[config.mk]
export PLATFORM = sky130hd
export DESIGN_NAME = stream_fifo_flat
export DESIGN_NICKNAME = d
export VERILOG_FILES = /design/src/rtl/stream_fifo_pkg.sv /design/src/rtl/stream_fifo_if.sv /design/src/rtl/stream_fifo_ram.sv /design/src/rtl/stream_fifo.sv /design/src/flat_wrapper.sv
export SDC_FILE = /design/constraint.sdc
export NUM_CORES = 1
export LEC_CHECK = 0
export BUFFER_PORTS_ARGS = -buffer_cell sky130_fd_sc_hd__buf_2
export CAP_MARGIN = 5
export CORE_MARGIN = 4
export CORE_UTILIZATION = 53
export DETAILED_ROUTE_END_ITERATION = 10
export GPL_ROUTABILITY_DRIVEN = 0
export PLACE_DENSITY = 0.71
export SLEW_MARGIN = 20
export SYNTH_ARGS = -nofsm -noshare
export SYNTH_HDL_FRONTEND = slang
export SYNTH_SLANG_ARGS = --single-unit
[constraint.sdc]
create_clock -name clk -period 4.57 [get_ports clk]
set_input_delay 0.914 -clock clk [delete_from_list [all_inputs] [get_ports clk]]
set_output_delay 0.914 -clock clk [all_outputs]
set_load 0.03 [all_outputs]
[src/rtl/stream_fifo_pkg.sv]
// Shared constants and elaboration helpers for the stream FIFO slice.
package stream_pkg;

  localparam int DEF_WIDTH        = 8;
  localparam int DEF_DEPTH        = 16;
  localparam int DEF_AFULL_MARGIN = 2;
  localparam int DEF_AEMPTY_LEVEL = 2;

  // Occupancy ranges over 0..depth inclusive, hence depth+1 states.
  function automatic int count_width(input int depth);
    return $clog2(depth + 1);
  endfunction

  function automatic bit is_pow2(input int value);
    return (value >= 2) && ((value & (value - 1)) == 0);
  endfunction

endpackage

[src/rtl/stream_fifo_if.sv]
// Write/read handshake plus occupancy status bundled as one port group.
interface stream_fifo_if
  import stream_pkg::*;
#(
  parameter int WIDTH = DEF_WIDTH,
  parameter int DEPTH = DEF_DEPTH
);

  logic                          in_ready;
  logic                          in_enable;
  logic [WIDTH-1:0]              in_data;
  logic                          out_ready;
  logic                          out_enable;
  logic [WIDTH-1:0]              out_data;
  logic [count_width(DEPTH)-1:0] count;
  logic                          almost_full;
  logic                          almost_empty;

  // The FIFO itself sits on the slave side; producer/consumer drive the master side.
  modport slave (
    input  in_enable, in_data, out_ready,
    output in_ready, out_enable, out_data, count, almost_full, almost_empty
  );

  modport master (
    output in_enable, in_data, out_ready,
    input  in_ready, out_enable, out_data, count, almost_full, almost_empty
  );

endinterface

[src/rtl/stream_fifo_ram.sv]
// DEPTH x WIDTH storage: one synchronous write port, one asynchronous read port.
module fifo_ram #(
  parameter int WIDTH = 8,
  parameter int DEPTH = 16,
  parameter int AW    = $clog2(DEPTH)
) (
  input  logic             clk,
  input  logic             we,
  input  logic [AW-1:0]    waddr,
  input  logic [WIDTH-1:0] wdata,
  input  logic [AW-1:0]    raddr,
  output logic [WIDTH-1:0] rdata
);

  logic [WIDTH-1:0] mem [DEPTH];

  // NOTE: storage has no reset; only the pointers decide which words are live,
  // and non-blocking writes keep the array a clean register-file inference.
  always_ff @(posedge clk) begin
    if (we) mem[waddr] <= wdata;
  end

  assign rdata = mem[raddr];

endmodule

[src/rtl/stream_fifo.sv]
// First-word-fall-through stream FIFO with occupancy count and threshold flags.
module stream_fifo
  import stream_pkg::*;
#(
  parameter int WIDTH        = DEF_WIDTH,
  parameter int DEPTH        = DEF_DEPTH,
  parameter int AFULL_LEVEL  = DEPTH - DEF_AFULL_MARGIN,
  parameter int AEMPTY_LEVEL = DEF_AEMPTY_LEVEL
) (
  input  logic          clk,
  input  logic          reset,
  input  logic          flush,
  stream_fifo_if.slave  s
);

  localparam int AW = $clog2(DEPTH);
  localparam int CW = count_width(DEPTH);

  if (WIDTH < 1) begin : g_bad_width
    $fatal(1, "stream_fifo: WIDTH must be at least 1");
  end
  if (!is_pow2(DEPTH)) begin : g_bad_depth
    $fatal(1, "stream_fifo: DEPTH must be a power of two >= 2");
  end
  if (AFULL_LEVEL < 0 || AFULL_LEVEL > DEPTH) begin : g_bad_afull
    $fatal(1, "stream_fifo: AFULL_LEVEL must lie in 0..DEPTH");
  end
  if (AEMPTY_LEVEL < 0 || AEMPTY_LEVEL > DEPTH) begin : g_bad_aempty
    $fatal(1, "stream_fifo: AEMPTY_LEVEL must lie in 0..DEPTH");
  end

  localparam logic [CW-1:0] FULL_COUNT   = CW'(DEPTH);
  localparam logic [CW-1:0] AFULL_COUNT  = CW'(AFULL_LEVEL);
  localparam logic [CW-1:0] AEMPTY_COUNT = CW'(AEMPTY_LEVEL);

  logic [AW-1:0] wr_ptr;
  logic [AW-1:0] rd_ptr;
  logic [CW-1:0] count_q;
  logic          wr_en;
  logic          rd_en;

  // Status is decoded from the count register alone, so out_ready never
  // reaches in_ready combinationally.
  assign s.in_ready     = (count_q != FULL_COUNT);
  assign s.out_enable   = (count_q != '0);
  assign s.count        = count_q;
  assign s.almost_full  = (count_q >= AFULL_COUNT);
  assign s.almost_empty = (count_q <= AEMPTY_COUNT);

  assign wr_en = s.in_ready && s.in_enable;
  assign rd_en = s.out_enable && s.out_ready;

  always_ff @(posedge clk) begin
    if (reset || flush) begin
      wr_ptr  <= '0;
      rd_ptr  <= '0;
      count_q <= '0;
    end else begin
      // Pointers wrap modulo DEPTH for free because DEPTH is a power of two.
      if (wr_en) wr_ptr <= wr_ptr + AW'(1);
      if (rd_en) rd_ptr <= rd_ptr + AW'(1);
      if (wr_en && !rd_en)      count_q <= count_q + CW'(1);
      else if (rd_en && !wr_en) count_q <= count_q - CW'(1);
    end
  end

  fifo_ram #(
    .WIDTH (WIDTH),
    .DEPTH (DEPTH),
    .AW    (AW)
  ) u_ram (
    .clk   (clk),
    .we    (wr_en && !reset && !flush),
    .waddr (wr_ptr),
    .wdata (s.in_data),
    .raddr (rd_ptr),
    .rdata (s.out_data)
  );

endmodule

[src/flat_wrapper.sv]
// flat-port wrapper written by rule: the top's interface ports become plain ports
module stream_fifo_flat import stream_pkg::*;
#(
  parameter int WIDTH        = DEF_WIDTH,
  parameter int DEPTH        = DEF_DEPTH,
  parameter int AFULL_LEVEL  = DEPTH - DEF_AFULL_MARGIN,
  parameter int AEMPTY_LEVEL = DEF_AEMPTY_LEVEL
)
  (clk, reset, flush, s_in_enable, s_in_data, s_out_ready, s_in_ready, s_out_enable, s_out_data, s_count, s_almost_full, s_almost_empty);
  stream_fifo_if #(.WIDTH(WIDTH), .DEPTH(DEPTH)) s_i ();
  input  logic clk;
  input  logic reset;
  input  logic flush;
  input wire logic [$bits(s_i.in_enable)-1:0] s_in_enable;
  input wire logic [$bits(s_i.in_data)-1:0] s_in_data;
  input wire logic [$bits(s_i.out_ready)-1:0] s_out_ready;
  output wire logic [$bits(s_i.in_ready)-1:0] s_in_ready;
  output wire logic [$bits(s_i.out_enable)-1:0] s_out_enable;
  output wire logic [$bits(s_i.out_data)-1:0] s_out_data;
  output wire logic [$bits(s_i.count)-1:0] s_count;
  output wire logic [$bits(s_i.almost_full)-1:0] s_almost_full;
  output wire logic [$bits(s_i.almost_empty)-1:0] s_almost_empty;
  assign s_i.in_enable = s_in_enable;
  assign s_i.in_data = s_in_data;
  assign s_i.out_ready = s_out_ready;
  assign s_in_ready = s_i.in_ready;
  assign s_out_enable = s_i.out_enable;
  assign s_out_data = s_i.out_data;
  assign s_count = s_i.count;
  assign s_almost_full = s_i.almost_full;
  assign s_almost_empty = s_i.almost_empty;
  stream_fifo #(.WIDTH(WIDTH), .DEPTH(DEPTH), .AFULL_LEVEL(AFULL_LEVEL), .AEMPTY_LEVEL(AEMPTY_LEVEL)) u_core (.clk(clk), .reset(reset), .flush(flush), .s(s_i));
endmodule
Word-level counts from Yosys, hierarchy flattened
Memory sizes are Yosys's and may differ from the RTL's. A register that Yosys moved wholly into a read port is not among the register bits.
Cells that the tools add are included.
- RAM bits: 128
- register bits after elaboration: 13
- memories: 1
- eq/ne operators: 1
- muxes and demuxes: 6
- reductions and logical operators: 13
- $add $sub $neg: 4
- order comparisons: 2
- memories (memory ; depth ; width ; rd ports ; clocked after Yosys merged registers in ; wr ports ; RTL line ; source):
    u_core.u_ram.mem ; 16 ; 8 ; 1 ; 1 ; 1 ; stream_fifo_ram.sv:15 ; logic [WIDTH-1:0] mem [DEPTH];
- operators with widths (kind ; number):
    $mux W5 ; 2
    $add A4 B1 Y4 const B ; 2
    $mux W4 ; 2
    $logic_and A1 B1 Y1 ; 6
    $add A5 B1 Y5 const B ; 1
    $ge A5 B4 Y1 const B ; 1
    $le A5 B2 Y1 const B ; 1
    $ne A5 B5 Y1 const B ; 1
    $reduce_bool A5 Y1 ; 1
    $sub A5 B1 Y5 const B ; 1
    $logic_not A1 Y1 ; 4
    $mux W1 ; 2
    $reduce_bool A2 Y1 ; 1
    $logic_or A1 B1 Y1 ; 1

Logic depth before layout (Yosys ltp)
Gate-level depths: netlist (run 1).
- depth after elaboration: 6
- mapped depth: 10

By module
A second synthesis (run 1) with hierarchy kept.
- cells, all modules: 303
- area total of the unflattened synthesis: 5721.7 um2
- by module, submodules not included (module ; area an instance (um2) ; cells an instance ; sequential area each (um2) ; times used):
    fifo_ram ; 4987.3 ; 221 ; 3843.7 ; 1
    stream_fifo ; 734.5 ; 82 ; 260.2 ; 1

Worst setup path before layout (run 1)
No wires, ideal clock.
- path kind: reg-to-reg
- from: register u_core.count_q[1] (netlist: u_core.s.count[1])
- to: register u_core.count_q[4] (netlist: u_core.s.count[4])
- required time: 4.498 ns
- arrival time: 2.501 ns
- cell stages (with the launch flop): 10
- buffers on the path: 1
- clock period less this slack: 2.573 ns
- path slack: 1.997 ns
- cells stage by stage: dfxtp_1 buf_4 nor4_1 a21boi_2 ha_1 fa_1 nand2b_1 a21oi_1 mux2i_1 mux2i_1
- longest elaborated chain between the ends: 5
- elaborated cells between the ends (all ways): 13
- ends and longest elaborated chain (element ; RTL line ; source):
    start, declared ; stream_fifo.sv:38 ; logic [CW-1:0] count_q;
    start signal, assigned ; stream_fifo.sv:62 ; if (wr_en && !rd_en) count_q <= count_q + CW'(1);
    start signal, assigned ; stream_fifo.sv:63 ; else if (rd_en && !wr_en) count_q <= count_q - CW'(1);
    $ne A5 B5 Y1 (*) ; stream_fifo.sv:44 ; assign s.in_ready = (count_q != FULL_COUNT);
    $logic_and A1 B1 Y1 (*) ; stream_fifo.sv:50 ; assign wr_en = s.in_ready && s.in_enable;
    named net u_core.wr_en ; stream_fifo.sv:39 ; logic wr_en;
    $logic_not A1 Y1 ; stream_fifo.sv:63 ;
    $logic_and A1 B1 Y1 ; stream_fifo.sv:63 ;
    $reduce_bool A2 Y1 (no line) ; n/a ;
The timed path passes the listed nets; every way through them passes the cells marked *. The select of a mux whose other input is x is not followed.
A chain may end at the register's enable or synchronous reset.

==> results of run 1 <==
==> layout by cell type, fill, tap and decap left out, types with 2 or more instances in the layout <==
cell,Yosys,final
nor2b_1,2,2
mux2i_1,4,4
a21oi_1,6,6
clkinvlp_4,0,2
xor2_1,5,5
or4_1,2,2
clkinv_1,0,3
nand3_1,5,5
a22oi_1,16,16
nor2_1,35,35
bufinv_16,0,5
mux4_2,32,32
nand2_1,18,18
clkinv_2,0,3
buf_2,2,29
inv_1,6,6
or3_1,2,2
dfxtp_1,17,16
clkbuf_1,4,2
buf_4,3,3
edfxtp_1,128,128
ha_1,9,9
or2_2,2,2
clkbuf_16,0,16
==> synth_stat cells, drive strengths merged (3+ instances only) <==
| cell type | n | area [um2] |
|---|---|---|
| edfxtp | 128 | 3840 |
| nor2 | 35 | 131 |
| mux4 | 32 | 721 |
| nand2 | 18 | 67.6 |
| dfxtp | 17 | 340 |
| a22oi | 16 | 120 |
| buf | 10 | 58.8 |
| ha | 9 | 113 |
| a21oi | 6 | 30.0 |
| inv | 6 | 22.5 |
| nand3 | 5 | 25.0 |
| xor2 | 5 | 43.8 |
| clkbuf | 4 | 15.0 |
| mux2i | 4 | 40.0 |
| or3 | 3 | 23.8 |
| or4 | 3 | 26.3 |
==> layout make-up <==
| type | count | area (um2) |
|---|---|---|
| Clock buffer | 19 | 422 |
| Clock inverter | 13 | 191 |
| Fill cell | 693 | 3830 |
| Inverter | 6 | 22.5 |
| Multi-Input combinational cell | 154 | 1520 |
| Sequential cell | 145 | 4190 |
| Tap cell | 136 | 170 |
| Timing Repair Buffer | 32 | 168 |
==> cell families after synthesis <==
group / synth area share
flops: 0.722
simple gates: 0.0574
mux: 0.131
compound gates: 0.0408
buf+inv: 0.0166
fa+ha+maj: 0.0229
xor+xnor: 0.00907
==> routing by layer <==
layer  vias to the layer above  share of wire  global-route usage
met5                         -              0                   0
met4                         0          0.019              0.0745
met3                        20          0.052              0.0420
met2                       108           0.51               0.299
met1                      1524           0.42               0.252
li1                       1345              -                   -
==> final timing paths <==
| check | to | slack (ns) |
|---|---|---|
| max | s_out_data[4] | 0.94 |
| min | flop | 0.51 |
| max reg2reg | u_core.s.count[4]$_SDFFE_PP0P_ | 1.86 |
| min reg2reg | flop | 0.51 |
==> power by group through the flow <==
stage	Combinational [mW]	Sequential [mW]	Clock, mW
global route	0.423	1.51	1.51
CTS	0.390	1.50	1.44
finish	0.387	1.50	1.43
floorplan	0.304	1.52	0
detailed placement	0.388	1.53	0
global placement	0.382	1.53	0
==> sequential cells by signal, indices dropped and copies added (netlist names), named ones only <==
signal	cells
u_core.rd_ptr	4
u_core.u_ram.mem	128
u_core.s.count	5
u_core.wr_ptr	4
==> worst reg2reg max path, stage by stage, from the launching register on <==
cell and delay, ns:
dfxtp_1 0.43, nor4_1 0.52, a21boi_2 0.23, ha_1 0.28, fa_1 0.41, nand2b_1 0.17
a21oi_1 0.16, mux2i_1 0.25, mux2i_1 0.20
==> per-stage QoR <==
step,setup slack [ns],instance area (um2)
finish,0.945,6670
global route,0.703,6670
detailed placement,1.44,6060
global placement,1.45,6060
floorplan,2.00,5800
CTS,0.870,6670
==> results.cfg, run 1 <==
[finish]
area_growth_pct = 15.2
final_cells = 505
drive_gt1_frac = 0.271
insertedDiodeCount = 0
fin_nets = 379
fin_util = 0.635

[hold_path]
holdCritStartpoint = u_core.rd_ptr[3]$_SDFFE_PP0P_
hp-class = flop to flop
hold_depth = 2

[setup_path]
end_kind = output port
crit_path_start_kind = flop
slowest_stage = dfxtp_2
crit_chain = buf_4 -> mux4_2 -> a22oi_1 -> nand2_1 -> buf_2
crit_path_max_incr_delay_ns = 0.81
critical_path_depth = 5
required_ns = 3.66
crit_fanout = 21
cp_top_family = flip-flops
cp_num_buf_inv = 2
rr_worst_depth = 8
path_class = flop to output port
worstPathArrival_ns = 2.71
rr_startpoint = u_core.s.count[0]$_SDFFE_PP0P_

[sta]
hold_violations = 0
rsz0062_at_grt = false
period_share = 0.793
finalMaxSlewViolations = 0
slew_headroom = 0.339
fmax_mhz = 276
fin_tns_setup_ns = 0
period_needed_ns = 3.63
worst_slew_pin_slew_ns = 0.989
fin_hold_ws_ns = 0.514
setup-violations-final = 0
fin_skew_ns = 0.00491

[drt]
firstDrtPassIters = 5
avgViaCountPerCell = 5.93
totalWireLength_mm = 10.9
drc = 0
ant_nets = 0
post_drt_wl_per_cell_um = 21.5
vias = 2997
drtIter0Drc = 250

[power]
power_frac_comb = 0.117
power.internal_mw = 2.55
leakage_nw = 2.24
p_seq_frac = 0.453
ir_worst_vdd_v = 0.000412
power_density_nw_per_um2 = 496
switchingPower_mw = 0.761
total_power_mw = 3.31
clock_power_share = 0.430
switching_share = 0.230

[floorplanning]
die_h_um = 113
fp.dieArea_um2 = 12700
io_pins = 30
core_um2 = 10500
start_util = 0.551
rows = 37
die_x_um = 113

[clocking]
cts_inserted_buffers = 17
cts-hold-fix-buffers = 0
cts_buffer_depth = 2
path_clk_slew_ns = 0.06
cts_max_level = 4
cts-root-buf = clkbuf_8
cts_tree = built
clkLatencyLatePin_ns = 0.52
cts_sinks = 145
cts_setup_buffers = 0
post_cts_resize_count = 0

[logic_synthesis]
syn_area_um2 = 5800
async_flop_share = 0
synth-seq-area-share = 0.722
synth_warnings = 0
yosys_register_bits = 145
synthCells = 319
synth_edf_count = 128
syn_nets = 342
synth_cell_types = 37
ys.flop_type = edfxtp_1
syn_avg_cell_area_um2 = 18.2

[grt]
grtUsageTotal = 0.187
grt_first_pass_wirelength_mm = 17.6
antenna_found_initial = 0
grt_overflow = 0
grt_max_degree = 33
first_global_vias = 2985

[placement]
dpl.hpwl_mm = 6.99
portBuffers = 29
dp_cells = 473

[job]
drv_cap = 0

[outcome]
status = finished clean
No activity file was read; power rests on OpenSTA's default activity.
==> run 2, diff against run 1 <==
==> constraint.sdc (replaced) <==
create_clock -name clk -period 3.8 [get_ports clk]
set_input_delay 0.76 -clock clk [delete_from_list [all_inputs] [get_ports clk]]
set_output_delay 0.76 -clock clk [all_outputs]
set_load 0.03 [all_outputs]
==> run 2 against run 1 <==
Compared with the run above:
- clock-buffer cell count increased by 6
- largest cell class unchanged
- critical endpoint unchanged
- critical path depth unchanged
- worst setup slack worse by 0.20 ns
- clock skew rose by 0.0037 ns
- via count rose by 0.10%
- first-iteration DRC count rose by 13%
- highest routed layer unchanged
- critical path type unchanged
- non-clock buffer count up 4
- cell area grew 0.28%
==> results.cfg, run 2 (synthesis gave the netlist of run 1 again) <==
[power]
leakage_nw = 2.26
ir_worst_vdd_v = 0.000437
total_power_mw = 3.87
power_density_nw_per_um2 = 578

[setup_path]
rr_startpoint = u_core.s.count[0]$_SDFFE_PP0P_
worstPathArrival_ns = 2.29
required_ns = 3.04
crit_path_start_kind = flop
path_class = flop to output port
rrSetupSlack_ns = 1.05
r2r-end = u_core.s.count[4]$_SDFFE_PP0P_
end_kind = output port
crit_path_end = s_out_data[4]
crit_fanout = 32
rr_worst_depth = 8

[drt]
totalWireLength_mm = 11.0
drc = 0
ant_nets = 0
post_drt_wl_per_cell_um = 21.6
vias = 3000
firstDrtPassIters = 5
avgViaCountPerCell = 5.89
drtIter0Drc = 283

[clocking]
cts_buffer_depth = 2
post_cts_resize_count = 0
cts_tree = built
clkLatencyLatePin_ns = 0.52
cts_max_level = 4
cts_sinks = 145
cts-root-buf = clkbuf_8
cts_setup_buffers = 0
path_clk_slew_ns = 0.06
cts_inserted_buffers = 17
cts-hold-fix-buffers = 0

[hold_path]
hp-class = flop to flop

[placement]
dpl.hpwl_mm = 6.98
post-place-ws_ns = 1.04
dp_cells = 477
portBuffers = 29

[finish]
area_growth_pct = 15.5
largest_reg_flops = 128
drive_gt1_frac = 0.284
final_cells = 509
fin_nets = 383
layout_commonest_cell = edfxtp_1
final_cell_mix = edfxtp_1, nor2_1, mux4_2, buf_2, clkbuf_16
top_register = u_core.u_ram.mem
insertedDiodeCount = 0

[floorplanning]
die_x_um = 113
rows = 37
fp.dieArea_um2 = 12700
start_util = 0.551
core_um2 = 10500
io_pins = 30
die_h_um = 113

[sta]
period_share = 0.804
slew_headroom = 0.398
worst_slew_pin_slew_ns = 0.900
fin_tns_setup_ns = 0
hold_violations = 0
fin_hold_ws_ns = 0.501
finalMaxSlewViolations = 0
fin_ws_ns = 0.745
setup-violations-final = 0
fmax_mhz = 327
rsz0062_at_grt = false
period_needed_ns = 3.05
fin_skew_ns = 0.00863

[outcome]
status = finished clean

[grt]
grt_overflow = 0
grtUsageTotal = 0.191
antenna_found_initial = 0
first_global_vias = 3033
grt_first_pass_wirelength_mm = 17.6
grt_max_degree = 33

[job]
drv_cap = 0
==> run 2: cell types whose count changed in the layout (fill, tap and decap cells not counted), moves of 2 or more <==
cell / before / now
buf_4: 3 / 6
bufinv_16: 5 / 0
clkbuf_16: 16 / 20
clkbuf_8: 1 / 3
clkinv_1: 3 / 1
clkinvlp_4: 2 / 0
inv_4: 0 / 2
==> run 2: metrics by stage <==
step	util	area (um2)
final	0.637	6690
after global routing	0.637	6690
after CTS	0.637	6690
after detailed placement	0.581	6100
after global placement	0.581	6100
after floorplan	-	5800
==> run 2: area by class of cell <==
cell class                 instances  area (um2)
sequential                       145        4190
timing repair buffer              36         210
multi-input combinational        154        1520
tap                              136         170
fill                             720        3820
clock buffer                      25         549
clock inverter                     7        40.0
inverter                           6        22.5
==> run 2: power breakdown <==
| part | switching [mW] | internal [mW] |
|---|---|---|
| Clock | 0.596 | 0.990 |
| Combinational | 0.296 | 0.198 |
| Sequential | 0.0325 | 1.75 |
| Total | 0.924 | 2.94 |
==> run 2: metal layers <==
| layer | GRT usage | share of wire | up-vias |
|---|---|---|---|
| met3 | 0.0582 | 0.046 | 14 |
| met2 | 0.303 | 0.51 | 93 |
| li1 | - | - | 1352 |
| met4 | 0.0689 | 0.016 | 0 |
| met5 | 0 | 0 | - |
| met1 | 0.252 | 0.43 | 1541 |
==> run 2: worst min path at each step <==
stage	from	end	slack, ns	cells past startpoint
6_report	u_core.rd_ptr[3]$_SDFFE_PP0P_	u_core.rd_ptr[3]$_SDFFE_PP0P_	0.50	2
5_1_grt	u_core.rd_ptr[3]$_SDFFE_PP0P_	flop	0.54	2
4_1_cts	u_core.rd_ptr[3]$_SDFFE_PP0P_	u_core.rd_ptr[3]$_SDFFE_PP0P_	0.51	2
3_5_place_dp	u_core.rd_ptr[3]$_SDFFE_PP0P_	u_core.rd_ptr[3]$_SDFFE_PP0P_	0.50	2
3_3_place_gp	u_core.rd_ptr[3]$_SDFFE_PP0P_	u_core.rd_ptr[3]$_SDFFE_PP0P_	0.49	2
2_1_floorplan	u_core.rd_ptr[3]$_SDFFE_PP0P_	flop	0.46	2
==> run 2: critical path, stage by stage (launching register included) <==
cell	delay [ns]
dfxtp_2	0.34
buf_12	0.26
mux4_2	0.55
a22oi_1	0.31
nand2_1	0.10
buf_2	0.19
==> run 3, diff against run 2 <==
==> constraint.sdc (replaced) <==
create_clock -name clk -period 2.9 [get_ports clk]
set_input_delay 0.58 -clock clk [delete_from_list [all_inputs] [get_ports clk]]
set_output_delay 0.58 -clock clk [all_outputs]
set_load 0.03 [all_outputs]
==> run 3 against run 2 <==
Compared with the run above:
- combinational power rose by 43%
- worst setup slack got worse by 0.62 ns
- register-to-register slack got worse by 0.69 ns
- clock-buffer cell count fell by 8
- via count rose by 4.2%
- global-route usage rose by 0.80 points
- wire length rose by 7.3%
- largest cell class unchanged
- largest power group unchanged
==> results.cfg, run 3 (synthesis gave the netlist of run 1 again) <==
[outcome]
status = finished clean

[drt]
ant_nets = 0
firstDrtPassIters = 5
totalWireLength_mm = 11.8
post_drt_wl_per_cell_um = 22.4
drtIter0Drc = 277
drc = 0
vias = 3125
avgViaCountPerCell = 5.92

[setup_path]
crit_path_start_kind = flop
crit_fanout = 8
path_class = flop to output port
worstPathArrival_ns = 2.20
end_kind = output port
required_ns = 2.32

[floorplanning]
rows = 37
die_x_um = 113
start_util = 0.551
io_pins = 30
die_h_um = 113
fp.dieArea_um2 = 12700
core_um2 = 10500

[clocking]
path_clk_slew_ns = 0.06
cts-hold-fix-buffers = 0
cts_sinks = 145
cts_tree = built
cts_buffer_depth = 2
cts_inserted_buffers = 17
cts-root-buf = clkbuf_8
cts_max_level = 4
clkLatencyLatePin_ns = 0.53

[placement]
portBuffers = 29
post-place-ws_ns = 0.370
dp_cells = 494
dpl.hpwl_mm = 7.12
placed_area_um2 = 6240

[sta]
slew_headroom = 0.503
period_needed_ns = 2.78
worst_slew_pin_slew_ns = 0.743
rsz0062_at_grt = false
fin_ws_ns = 0.121
fin_hold_ws_ns = 0.438
finalMaxSlewViolations = 0
fin_tns_setup_ns = 0
fin_skew_ns = 0.00669
hold_violations = 0
setup-violations-final = 0
period_share = 0.958
fmax_mhz = 360

[finish]
fin_nets = 402
drive_gt1_frac = 0.332
postLayoutCellArea_um2 = 6900
final_cells = 528
insertedDiodeCount = 0
layout_commonest_cell = edfxtp_1
area_growth_pct = 19.0
final_cell_mix = edfxtp_1, nor2_1, mux4_2, buf_2, buf_4
largest_reg_flops = 128
top_register = u_core.u_ram.mem
fin_util = 0.656

[power]
leakage_nw = 2.37
ir_worst_vdd_v = 0.000403
total_power_mw = 5.15
power_density_nw_per_um2 = 747

[job]
drv_cap = 0

[hold_path]
hp-class = input pin to flop

[grt]
grt_overflow = 0
grt_first_pass_wirelength_mm = 18.4
grt_max_degree = 33
antenna_found_initial = 0
grtUsageTotal = 0.199
first_global_vias = 3198
-- run 3: final cells by class --
type / instances / area (um2)
Fill cell: 699 / 3610
Multi-Input combinational cell: 154 / 1530
Inverter: 6 / 22.5
Clock inverter: 15 / 168
Sequential cell: 145 / 4190
Tap cell: 136 / 170
Timing Repair Buffer: 55 / 403
Clock buffer: 17 / 414
-- run 3: layer usage --
| metal | global-route usage | part of all wire | vias to the layer above |
|---|---|---|---|
| met5 | 0 | 0 | - |
| met4 | 0.0785 | 0.014 | 0 |
| met3 | 0.0528 | 0.053 | 17 |
| met2 | 0.325 | 0.52 | 102 |
| met1 | 0.256 | 0.42 | 1621 |
| li1 | - | - | 1385 |
-- run 3: worst paths after layout --
path / startpoint / to / slack, ns / cells past startpoint
hold / removal: s_in_data[2] / u_core.u_ram.mem[10][2]$_DFFE_PP_ / 0.44 / 1
setup / recovery: flop / s_out_data[3] / 0.12 / 5
setup reg to reg: u_core.s.count[2]$_SDFFE_PP0P_ / u_core.s.count[4]$_SDFFE_PP0P_ / 0.36 / 9
hold reg to reg: u_core.rd_ptr[3]$_SDFFE_PP0P_ / u_core.rd_ptr[3]$_SDFFE_PP0P_ / 0.50 / 2
-- run 3: report_power, final --
part	internal, mW	leakage (nW)	total (mW)	switching (mW)
clock network	1.30	0.283	2.12	0.816
registers	2.30	1.29	2.33	0.0329
logic	0.290	0.795	0.704	0.414
-- run 3: worst max-delay path: stages (launching register included) --
cell and delay [ns]:
dfxtp_4 0.41, clkbuf_16 0.20, mux4_2 0.51, a22oi_1 0.28
nand2_1 0.08, buf_2 0.18
-- run 3: timing repair --
| item | CTS | global route |
|---|---|---|
| cloned | 1 | 1 |
| gates resized for setup | 0 | 6 |
| buffers inserted | 0 | 0 |
| endpoints found under the setup margin | 1 | 7 |
